`config.mk`:
```
export PLATFORM = sky130hd
export DESIGN_NAME = hjdebug_seq_flat
export DESIGN_NICKNAME = d
export VERILOG_FILES = /design/src/rtl/hjdebug_seq_if.sv /design/src/rtl/hjdebug_seq.sv /design/src/flat_wrapper.sv
export SDC_FILE = /design/constraint.sdc
export NUM_CORES = 1
export LEC_CHECK = 0
export CORE_MARGIN = 1
export CORE_UTILIZATION = 51
export DETAILED_ROUTE_END_ITERATION = 7
export HOLD_SLACK_MARGIN = 0.05
export PLACE_DENSITY = 0.93
export SLEW_MARGIN = 15
export SYNTH_ARGS = -nofsm -noshare
export SYNTH_HDL_FRONTEND = slang
export SYNTH_SLANG_ARGS = --single-unit
```
`constraint.sdc`:
```
create_clock -name clk -period 6.8 [get_ports clk]
set_clock_uncertainty 0.15 [all_clocks]
set_input_delay 0.68 -clock clk [delete_from_list [all_inputs] [get_ports clk]]
set_output_delay 0.68 -clock clk [all_outputs]
set_load 0.02 [all_outputs]
```
`src/rtl/hjdebug_seq_if.sv`:
```
// ============================================================================
// Module : hjdebug_seq_if
// Brief  : Command, trigger-stream, readout-stream and core register bus of
//          the hjdebug sequencer.
// Rev    : 1.0
// ============================================================================
`default_nettype none

interface hjdebug_seq_if;
    logic        go;
    logic        abort;
    logic [15:0] tpos;
    logic        trans;
    logic        trig_valid;
    logic [31:0] trig_data;
    logic        trig_ready;
    logic        out_valid;
    logic [31:0] out_data;
    logic        out_last;
    logic        out_ready;
    logic        busy;
    logic        done;
    logic        err;
    logic        regreq;
    logic        regwr;
    logic [11:0] regaddr;
    logic [31:0] regwdata;
    logic        regack;
    logic        regerr;
    logic [31:0] regrdata;

    modport master (
        input  go, abort, tpos, trans, trig_valid, trig_data, out_ready,
               regack, regerr, regrdata,
        output trig_ready, out_valid, out_data, out_last, busy, done, err,
               regreq, regwr, regaddr, regwdata
    );

    modport slave (
        output go, abort, tpos, trans, trig_valid, trig_data, out_ready,
               regack, regerr, regrdata,
        input  trig_ready, out_valid, out_data, out_last, busy, done, err,
               regreq, regwr, regaddr, regwdata
    );
endinterface

`default_nettype wire

```
`src/rtl/hjdebug_seq.sv`:
```
// ============================================================================
// Module : hjdebug_seq
// Brief  : Bus master that loads, arms, polls and drains one hjdebug core.
// Rev    : 1.0
// ============================================================================
`default_nettype none

module hjdebug_seq #(
    parameter int N       = 1,
    parameter int SIZ     = 1024,
    parameter int NTRIG   = 1,
    parameter int POLLGAP = 256,
    parameter int TIMEOUT = 65535
) (
    input  wire logic     clk,
    input  wire logic     rst,
    hjdebug_seq_if.master bus
);
    localparam int c_WPS   = (N + 31) / 32;
    localparam int c_TOTAL = SIZ * c_WPS;
    localparam int c_CW    = $clog2(c_TOTAL) + 1;
    localparam int c_TW    = $clog2(NTRIG) + 1;
    localparam int c_GW    = $clog2(POLLGAP + 1) + 1;
    localparam int c_MW    = $clog2(TIMEOUT + 1) + 1;

    typedef enum logic [2:0] {
        S_IDLE  = 3'd0,
        S_LOAD  = 3'd1,
        S_ARM   = 3'd2,
        S_POLL  = 3'd3,
        S_READ  = 3'd4,
        S_DONE  = 3'd5,
        S_ERR   = 3'd6,
        S_ABORT = 3'd7
    } state_t;

    state_t            r_state, w_nxt;
    logic              r_pend, r_req, r_wr, r_trans, r_abt, r_ovalid;
    logic [c_MW-1:0]   r_tmo;
    logic [c_GW-1:0]   r_gap;
    logic [c_CW-1:0]   r_cnt;
    logic [c_TW-1:0]   r_tcnt;
    logic [15:0]       r_tpos;
    logic [11:0]       r_addr;
    logic [31:0]       r_wdata, r_odata;

    logic              w_issue, w_iwr, w_start, w_lut_ok, w_retry, w_rd_ack, w_hs, w_trig_rdy;
    logic [11:0]       w_iaddr;
    logic [31:0]       w_iwdata;

    wire logic        w_busy_st = (r_state == S_LOAD) || (r_state == S_ARM) ||
                                   (r_state == S_POLL) || (r_state == S_READ);
    wire logic        w_tmo     = (r_tmo == c_MW'(TIMEOUT - 1));
    wire logic        w_fin     = r_pend && (bus.regack || w_tmo);
    wire logic        w_bad     = !bus.regack || bus.regerr;
    wire logic        w_abt     = r_abt || bus.abort;
    wire logic        w_last    = (r_cnt == c_CW'(c_TOTAL - 1));
    wire logic [31:0] w_ctrl_start = {r_tpos, 7'd0, r_trans, 6'd0, 2'b01};
    wire logic [31:0] w_ctrl_abort = {r_tpos, 7'd0, r_trans, 6'd0, 2'b10};

    always_ff @(posedge clk or posedge rst) begin
        if (rst) r_state <= S_IDLE;
        else     r_state <= w_nxt;
    end

    always_comb begin
        w_nxt      = r_state;
        w_issue    = 1'b0;
        w_iwr      = 1'b0;
        w_iaddr    = 12'd0;
        w_iwdata   = 32'd0;
        w_start    = 1'b0;
        w_lut_ok   = 1'b0;
        w_retry    = 1'b0;
        w_rd_ack   = 1'b0;
        w_hs       = 1'b0;
        w_trig_rdy = 1'b0;
        case (r_state)
            S_IDLE, S_DONE, S_ERR: begin
                if (bus.go && !bus.abort) begin
                    w_nxt   = S_LOAD;
                    w_start = 1'b1;
                end
            end
            S_ABORT: begin
                if (r_pend) begin
                    if (w_fin) w_nxt = S_IDLE;
                end else begin
                    w_issue  = 1'b1;
                    w_iwr    = 1'b1;
                    w_iwdata = w_ctrl_abort;
                end
            end
            default: begin
                // An abort waits for the outstanding transaction to settle first.
                if (r_pend) begin
                    if (w_fin) begin
                        if (w_abt)      w_nxt = S_ABORT;
                        else if (w_bad) w_nxt = S_ERR;
                        else begin
                            case (r_state)
                                S_LOAD: begin
                                    w_lut_ok = 1'b1;
                                    if (r_tcnt == c_TW'(NTRIG - 1)) w_nxt = S_ARM;
                                end
                                S_ARM:  w_nxt = S_POLL;
                                S_POLL: begin
                                    if (bus.regrdata[2])       w_nxt = S_READ;
                                    else if (!bus.regrdata[3]) w_nxt = S_ERR;
                                    else                       w_retry = 1'b1;
                                end
                                default: w_rd_ack = 1'b1;
                            endcase
                        end
                    end
                end else if (w_abt) begin
                    w_nxt = S_ABORT;
                end else begin
                    case (r_state)
                        S_LOAD: begin
                            w_trig_rdy = 1'b1;
                            if (bus.trig_valid) begin
                                w_issue  = 1'b1;
                                w_iwr    = 1'b1;
                                w_iaddr  = 12'd12;
                                w_iwdata = bus.trig_data;
                            end
                        end
                        S_ARM: begin
                            w_issue  = 1'b1;
                            w_iwr    = 1'b1;
                            w_iwdata = w_ctrl_start;
                        end
                        S_POLL: begin
                            if (r_gap == '0) w_issue = 1'b1;
                        end
                        default: begin
                            if (r_ovalid) begin
                                if (bus.out_ready) begin
                                    w_hs = 1'b1;
                                    if (w_last) w_nxt = S_DONE;
                                end
                            end else begin
                                w_issue = 1'b1;
                                w_iaddr = 12'd8;
                            end
                        end
                    endcase
                end
            end
        endcase
    end

    always_ff @(posedge clk or posedge rst) begin
        if (rst) begin
            r_pend   <= 1'b0;
            r_req    <= 1'b0;
            r_wr     <= 1'b0;
            r_addr   <= 12'd0;
            r_wdata  <= 32'd0;
            r_tmo    <= '0;
            r_gap    <= '0;
            r_cnt    <= '0;
            r_tcnt   <= '0;
            r_tpos   <= 16'd0;
            r_trans  <= 1'b0;
            r_abt    <= 1'b0;
            r_ovalid <= 1'b0;
            r_odata  <= 32'd0;
        end else begin
            r_req <= w_issue;
            if (w_issue) begin
                r_pend  <= 1'b1;
                r_tmo   <= '0;
                r_wr    <= w_iwr;
                r_addr  <= w_iaddr;
                r_wdata <= w_iwdata;
            end else if (w_fin) begin
                r_pend <= 1'b0;
            end else if (r_pend) begin
                r_tmo <= r_tmo + 1'b1;
            end

            r_abt <= w_busy_st && w_abt && (w_nxt != S_ABORT);

            if (w_start) begin
                r_tpos  <= bus.tpos;
                r_trans <= bus.trans;
                r_tcnt  <= '0;
            end else if (w_lut_ok) begin
                r_tcnt <= r_tcnt + 1'b1;
            end

            if (w_start)                                           r_gap <= '0;
            else if (w_retry)                                      r_gap <= c_GW'(POLLGAP);
            else if (r_state == S_POLL && !r_pend && r_gap != '0) r_gap <= r_gap - 1'b1;

            // Counter holds on the final word so it never wraps inside a sequence.
            if (r_state != S_READ)     r_cnt <= '0;
            else if (w_hs && !w_last)  r_cnt <= r_cnt + 1'b1;

            if (w_nxt != S_READ) begin
                r_ovalid <= 1'b0;
            end else if (w_rd_ack) begin
                r_ovalid <= 1'b1;
                r_odata  <= bus.regrdata;
            end else if (w_hs) begin
                r_ovalid <= 1'b0;
            end
        end
    end

    assign bus.regreq     = r_req;
    assign bus.regwr      = r_wr;
    assign bus.regaddr    = r_addr;
    assign bus.regwdata   = r_wdata;
    assign bus.trig_ready = w_trig_rdy;
    assign bus.out_valid  = r_ovalid;
    assign bus.out_data   = r_odata;
    assign bus.out_last   = r_ovalid && w_last;
    assign bus.busy       = w_busy_st || (r_state == S_ABORT);
    assign bus.done       = (r_state == S_DONE);
    assign bus.err        = (r_state == S_ERR);

endmodule

`default_nettype wire

```
`src/flat_wrapper.sv`:
```
// flat-port wrapper written by rule: the top's interface ports become plain ports
module hjdebug_seq_flat 
#(
    parameter int N       = 1,
    parameter int SIZ     = 1024,
    parameter int NTRIG   = 1,
    parameter int POLLGAP = 256,
    parameter int TIMEOUT = 65535
)
  (clk, rst, bus_go, bus_abort, bus_tpos, bus_trans, bus_trig_valid, bus_trig_data, bus_out_ready, bus_regack, bus_regerr, bus_regrdata, bus_trig_ready, bus_out_valid, bus_out_data, bus_out_last, bus_busy, bus_done, bus_err, bus_regreq, bus_regwr, bus_regaddr, bus_regwdata);
  hjdebug_seq_if bus_i ();
  input  wire logic clk;
  input  wire logic rst;
  input wire logic [$bits(bus_i.go)-1:0] bus_go;
  input wire logic [$bits(bus_i.abort)-1:0] bus_abort;
  input wire logic [$bits(bus_i.tpos)-1:0] bus_tpos;
  input wire logic [$bits(bus_i.trans)-1:0] bus_trans;
  input wire logic [$bits(bus_i.trig_valid)-1:0] bus_trig_valid;
  input wire logic [$bits(bus_i.trig_data)-1:0] bus_trig_data;
  input wire logic [$bits(bus_i.out_ready)-1:0] bus_out_ready;
  input wire logic [$bits(bus_i.regack)-1:0] bus_regack;
  input wire logic [$bits(bus_i.regerr)-1:0] bus_regerr;
  input wire logic [$bits(bus_i.regrdata)-1:0] bus_regrdata;
  output wire logic [$bits(bus_i.trig_ready)-1:0] bus_trig_ready;
  output wire logic [$bits(bus_i.out_valid)-1:0] bus_out_valid;
  output wire logic [$bits(bus_i.out_data)-1:0] bus_out_data;
  output wire logic [$bits(bus_i.out_last)-1:0] bus_out_last;
  output wire logic [$bits(bus_i.busy)-1:0] bus_busy;
  output wire logic [$bits(bus_i.done)-1:0] bus_done;
  output wire logic [$bits(bus_i.err)-1:0] bus_err;
  output wire logic [$bits(bus_i.regreq)-1:0] bus_regreq;
  output wire logic [$bits(bus_i.regwr)-1:0] bus_regwr;
  output wire logic [$bits(bus_i.regaddr)-1:0] bus_regaddr;
  output wire logic [$bits(bus_i.regwdata)-1:0] bus_regwdata;
  assign bus_i.go = bus_go;
  assign bus_i.abort = bus_abort;
  assign bus_i.tpos = bus_tpos;
  assign bus_i.trans = bus_trans;
  assign bus_i.trig_valid = bus_trig_valid;
  assign bus_i.trig_data = bus_trig_data;
  assign bus_i.out_ready = bus_out_ready;
  assign bus_i.regack = bus_regack;
  assign bus_i.regerr = bus_regerr;
  assign bus_i.regrdata = bus_regrdata;
  assign bus_trig_ready = bus_i.trig_ready;
  assign bus_out_valid = bus_i.out_valid;
  assign bus_out_data = bus_i.out_data;
  assign bus_out_last = bus_i.out_last;
  assign bus_busy = bus_i.busy;
  assign bus_done = bus_i.done;
  assign bus_err = bus_i.err;
  assign bus_regreq = bus_i.regreq;
  assign bus_regwr = bus_i.regwr;
  assign bus_regaddr = bus_i.regaddr;
  assign bus_regwdata = bus_i.regwdata;
  hjdebug_seq #(.N(N), .SIZ(SIZ), .NTRIG(NTRIG), .POLLGAP(POLLGAP), .TIMEOUT(TIMEOUT)) u_core (.clk(clk), .rst(rst), .bus(bus_i));
endmodule
```
# ---- Yosys cells after proc, flatten, opt, wreduce, memory -nomap -nowiden
# Cells that the tools add are included.
dict set report op_classes {
  eq_ne 13
  bitwise 1
  muxes 87
  n_reduce_logical 34
  add_sub_neg 4
}
# op count
set op_table {}
lappend op_table {{$mux W32} 4}
lappend op_table {{$pmux W32 S2} 2}
lappend op_table {{$mux W17} 3}
lappend op_table {{$mux W1} 46}
lappend op_table {{$mux W3} 15}
lappend op_table {{$mux W12} 3}
lappend op_table {{$mux W10} 3}
lappend op_table {{$pmux W12 S2} 1}
lappend op_table {{$mux W11} 2}
lappend op_table {{$add A17 B1 Y17 const B} 1}
lappend op_table {{$eq A17 B16 Y1 const B} 1}
lappend op_table {{$eq A3 B3 Y1 const B} 4}
lappend op_table {{$add A11 B1 Y11 const B} 1}
lappend op_table {{$eq A11 B10 Y1 const B} 1}
lappend op_table {{$logic_not A10 Y1} 1}
lappend op_table {{$reduce_bool A10 Y1} 1}
lappend op_table {{$sub A10 B1 Y10 const B} 1}
lappend op_table {{$ne A3 B3 Y1 const B} 3}
lappend op_table {{$pmux W3 S3} 1}
lappend op_table {{$logic_and A1 B1 Y1} 8}
lappend op_table {{$mux W4} 2}
lappend op_table {{$reduce_bool A2 Y1} 4}
lappend op_table {{$logic_or A1 B1 Y1} 7}
lappend op_table {{$eq A3 B2 Y1 const B} 2}
lappend op_table {{other kinds (14)} 22}
dict set report totals {
  reg_bits 140
  out_inout_bits 84
  elab_cells 154
}

# ---- Longest topological paths before layout
dict set report depth {
  depth_word 11
  mapped_depth 10
  ltp_nobuf 8
}

# ---- Worst setup path before layout
# Ideal clock, no wire load.
dict set report synth_timing {
  kind {register to register}
  from {register u_core.r_state[1]}
  to {register u_core.r_tpos[0]}
  stages_incl_launch_ff 8
  arrival_ns 2.424
  required_ns 6.525
  path_buffers 3
  setup_ns 0.125
  setup_slack_ns 4.102
  period_less_slack_ns 2.698
  path_cell_list {dfrtp_1 -> clkbuf_1 -> nor3_1 -> nor2_1 -> nor2_1 -> buf_2 -> buf_2 -> mux2_2}
}
dict set report synth_via {
  elab_chain_cells 3
  elab_cells_between_ends 5
}
# element line
set synth_rtl {}
lappend synth_rtl {{start: declaration} hjdebug_seq.sv:37} ;# state_t r_state, w_nxt;
lappend synth_rtl {{start signal: assignment} hjdebug_seq.sv:63} ;# else r_state <= w_nxt;
lappend synth_rtl {{$eq A3 B3 Y1} n/a}
lappend synth_rtl {{named net bus_done} flat_wrapper.sv:29} ;# output wire logic [$bits(bus_i.done)-1:0] bus_done;
lappend synth_rtl {{$reduce_or A3 Y1} n/a}
lappend synth_rtl {{$mux W1} hjdebug_seq.sv:78} ;# case (r_state)
lappend synth_rtl {{end signal: assignment} hjdebug_seq.sv:187} ;# r_tpos <= bus.tpos;
lappend synth_rtl {{end: declaration} hjdebug_seq.sv:43} ;# logic [15:0] r_tpos;
# The timed path passes the listed nets, and every way through them passes these cells.
# A chain may end at the register's enable or synchronous reset.

# ---- Final worst setup path
dict set report layout_timing {
  from {input port bus_abort}
  to {output port bus_trig_ready}
}
dict set report layout_via {
  elab_chain_cells 4
}
# element line
set layout_rtl {}
lappend layout_rtl {{start: declaration} flat_wrapper.sv:15} ;# input wire logic [$bits(bus_i.abort)-1:0] bus_abort;
lappend layout_rtl {{$logic_or A1 B1 Y1} hjdebug_seq.sv:56} ;# wire logic w_abt = r_abt || bus.abort;
lappend layout_rtl {{$mux W1} hjdebug_seq.sv:116} ;# end else if (w_abt) begin
lappend layout_rtl {{$mux W1} hjdebug_seq.sv:96} ;# if (r_pend) begin
lappend layout_rtl {{$mux W1} hjdebug_seq.sv:78}
lappend layout_rtl {{end: declaration} flat_wrapper.sv:24} ;# output wire logic [$bits(bus_i.trig_ready)-1:0] bus_trig_ready;
# Every way passes these cells.

==> summary.md <==
| Metric | Value |
|---|---|
| Max Cap Violations | 0 |
| Crit-path max FO | 6 |
| PortBufs | 162 |
| Nets | 775 |
| Syn avg cell area | 11.5 um^2 |
| Layout cell share with drive strength beyond 1 | 0.130 |
| Xor/xnor cell area share of the yosys netlist | 0.0513 |
| Fillers | 771 |
| Largest net degree at the start of global routing | 87 |
| Final setup vio count | 0 |
| First-pass GRT wire length | 23300 um |
| Critical Path Sink Type | primary output |
| Post-cts sizing count | 0 |
| Largest family of logic cells by synthesized area | simple AND/OR/NAND/NOR gates |
| R2R setup slack | 3.48 ns |
| Via density | 5.69 |
| Hold Path End | u_core.bus.regaddr[2]$_DFFE_PP0N_ |
| Adder-Cell Fraction of Synth Area | 0.0105 |
| Clk sink count | 130 |
| Part of the cycle the worst path needs | 0.521 |
| Post-synthesis sequential area ratio | 0.545 |
| Number of flops mapped to enable cells by yosys | 0 |
| 1st-iter DRT viols | 341 |
| Synth Area in Compound Gates | 0.106 |
| Power Dens Cells | 428 nW/um^2 |
| Simple logic cell fraction of the synthesized area | 0.151 |
| Die ar. | 12100 um^2 |
| Worst Tran Pin Value | 1.07 ns |
| Drt drc | 0 |
| RSZ-0062 raised after global routing | no |
| Post-CTS setup buffer count | 0 |
| Final HPWL DP | 10200 um |
| Total GRT Usage | 0.256 |
| Yosys warns | 0 |
| Final Total Pwr | 3.51 mW |
| Sw Share | 0.349 |
| Status | finished, final reports clean |
| Peak supply drop | 0.244 mV |
| CTS Buf Count | 17 |
| Final critical-path required period | 3.54 ns |
| Final-report hold violation count | 0 |
| Hold crit path type | flip-flop to flip-flop |
| Antenna violations before repair | 0 |
| RD Place Congestion | 0.886 |
| Synth cell types | 60 |
| Async SR Flop Fraction | 1.00 |
| Core area | 11400 um^2 |
| Die Wd | 110 um |
| Fmax | 282 MHz |
| Switching power total | 1.22 mW |
| CTS tree | yes |
| Pre-antenna DRT Iters | 5 |
| Leakage power | 3.58 nW |
| Hold Path Origin | u_core.bus.regaddr[2]$_DFFE_PP0N_ |
| R2R Path End | u_core.bus.out_valid$_DFFE_PP0P_ |
| Vias in the first global route | 4771 |
| Starting density of the core | 0.523 |
| DRT antenna net count | 0 |
| Internal | 2.29 mW |
| CTS hold repair buffers | 0 |
| Clock latency at the later pin of the worst-skew pair | 0.41 ns |
| Fin util | 0.719 |
| Worst r2r path cells | 6 |
| Clock share of power | 0.245 |
| Post-synthesis mux area share | 0.0941 |
| Cell Area, Synth | 5970 um^2 |
| Main flop type after synthesis | dfrtp_1 |
| Setup TNS | 0 ns |
| Worst endpoint required time | 5.97 ns |
| Global route total overflow | 0 |
| Root Buffer | clkbuf_16 |
| H-tree levels | 4 |
| Crit start category | input port |
| Final hold slack | 0.325 ns |
| Pins over their slew limit | 0 |
| Ant. Diodes | 0 |
| Worst setup path startpoint | bus_abort |
| Kind of critical path | input port to primary output |
| WL final | 14900 um |
| Clk buf depth | 2 |
| FF+latch count, synth | 130 |
| CTS clk-pin slew, worst paths | 0.05 ns |
| Layout area overhead | 37.5% |
| DR WL/cell | 17.9 um |
| FF-to-FF Start | u_core.r_state[2]$_DFF_PP0_ |
| Cells after synthesis | 521 |
| CP arrival | 2.71 ns |
| Max-slew headroom | 0.289 |
| Gate power share | 0.399 |
| Sequential Power Share | 0.356 |
| Vias | 4746 |
| DIE HEIGHT | 110 um |
| Hold depth | 1 |
| Ports | 173 |
| Row cnt | 39 |
-- how the worst max path moves through the flow --
stage | end
floorplan | u_core.bus.out_data[0]$_DFFE_PP0P_
global placement | u_core.r_tmo[1]$_DFFE_PP0P_
detailed placement | u_core.bus.regwdata[26]$_DFFE_PP0N_
CTS | bus_trig_ready
global route | bus_trig_ready
finish | bus_trig_ready
-- sequential cells by signal, indices dropped and copies added, names as in the netlist, 2 cells and up --
register	count
u_core.r_cnt	11
u_core.r_tmo	17
u_core.bus.regaddr	2
u_core.r_tpos	16
u_core.r_state	3
u_core.bus.regwdata	32
u_core.r_gap	10
u_core.bus.out_data	32
-- power groups by stage --
| stage | combinational (mW) | sequential (mW) | clock, mW |
|---|---|---|---|
| finish | 1.40 | 1.25 | 0.860 |
| detailed placement | 1.39 | 1.25 | 0 |
| CTS | 1.40 | 1.25 | 0.871 |
| global placement | 1.32 | 1.23 | 0 |
| floorplan | 0.699 | 1.38 | 0 |
| global route | 1.51 | 1.28 | 0.903 |
-- per-layer routing --
layer,share of wire,GRT usage
met5,0,0
met4,0.026,0.102
met3,0.076,0.0776
met2,0.51,0.431
met1,0.38,0.308
-- cell usage after synthesis, types with 2 or more instances --
| library cell | n | area, um^2 |
|---|---|---|
| dfrtp_1 | 130 | 3250 |
| nor2_1 | 61 | 229 |
| mux2_2 | 49 | 552 |
| nand2_1 | 26 | 97.6 |
| and2_1 | 21 | 131 |
| a221o_1 | 18 | 180 |
| xnor2_1 | 18 | 158 |
| xor2_1 | 17 | 149 |
| a22o_1 | 15 | 131 |
| nand3_1 | 14 | 70.1 |
| a21oi_1 | 12 | 60.1 |
| inv_1 | 12 | 45.0 |
| clkbuf_1 | 11 | 41.3 |
| nor3_1 | 11 | 55.1 |
| buf_4 | 10 | 75.1 |
| nand4_1 | 10 | 62.6 |
| o21ai_0 | 9 | 45.0 |
| nor4_1 | 7 | 43.8 |
| and3_1 | 5 | 31.3 |
| buf_2 | 5 | 25.0 |
| ha_1 | 5 | 62.6 |
| a211oi_1 | 4 | 30.0 |
| buf_1 | 4 | 15.0 |
| nand4b_1 | 4 | 35.0 |
| nor2b_1 | 3 | 18.8 |
| a311oi_1 | 2 | 17.5 |
| a32o_1 | 2 | 20.0 |
| and4_1 | 2 | 17.5 |
| buf_8 | 2 | 30.0 |
| o211ai_1 | 2 | 15.0 |
-- stage by stage --
step,setup WS [ns],std cells,instance area [um^2]
2_1_floorplan,2.50,530,6000
5_1_grt,3.20,834,8210
3_3_place_gp,2.77,804,7630
3_5_place_dp,3.23,805,7650
6_report,3.26,834,8210
4_1_cts,3.32,834,8210
-- critical path, stage by stage --
cell	delay [ns]
clkdlybuf4s50_1	0.51
nor3_1	0.57
and3_1	0.30
clkdlybuf4s50_1	0.65
-- cell type report --
type	count	area, um^2	share of cell area
multi-input cells	354	2510	0.306
repair buffers	165	1660	0.203
clock inverters	6	82.6	0.0101
flip-flops and latches	130	3250	0.396
clock buffers	23	468	0.0570
inverters	13	51.3	0.00625
well taps	143	179	0.0218
-- cell usage in the layout, fill, tap and decap left out, types with 2 or more instances in the layout --
cell | synthesis | final
a21oi_1 | 12 | 11
nor2_1 | 61 | 60
nand3_1 | 14 | 14
o211ai_1 | 2 | 2
a22o_1 | 15 | 15
conb_1 | 1 | 10
a211oi_1 | 4 | 4
buf_4 | 10 | 2
ha_1 | 5 | 5
a311oi_1 | 2 | 2
inv_1 | 12 | 11
clkdlybuf4s50_1 | 0 | 162
clkbuf_1 | 11 | 4
a32o_1 | 2 | 2
dfrtp_1 | 130 | 130
o21ai_0 | 9 | 9
xor2_1 | 17 | 17
and3_1 | 5 | 5
clkinv_2 | 0 | 3
clkbuf_8 | 0 | 2
bufinv_16 | 0 | 2
nor3_1 | 11 | 11
nor2b_1 | 3 | 3
nand2_1 | 26 | 26
nor4_1 | 7 | 7
xnor2_1 | 18 | 18
nand4_1 | 10 | 10
a221o_1 | 18 | 18
mux2_2 | 49 | 49
and4_1 | 2 | 2
and2_1 | 21 | 20
nand4b_1 | 4 | 4
clkbuf_16 | 0 | 17
-- cell families after synthesis --
kind of cell | Yosys count
compound gates | 79
other cells | 1
mux | 50
fa+ha+maj | 5
buf+inv | 46
flops | 130
xor+xnor | 35
simple gates | 175
No activity file was read; power rests on OpenSTA's default activity.
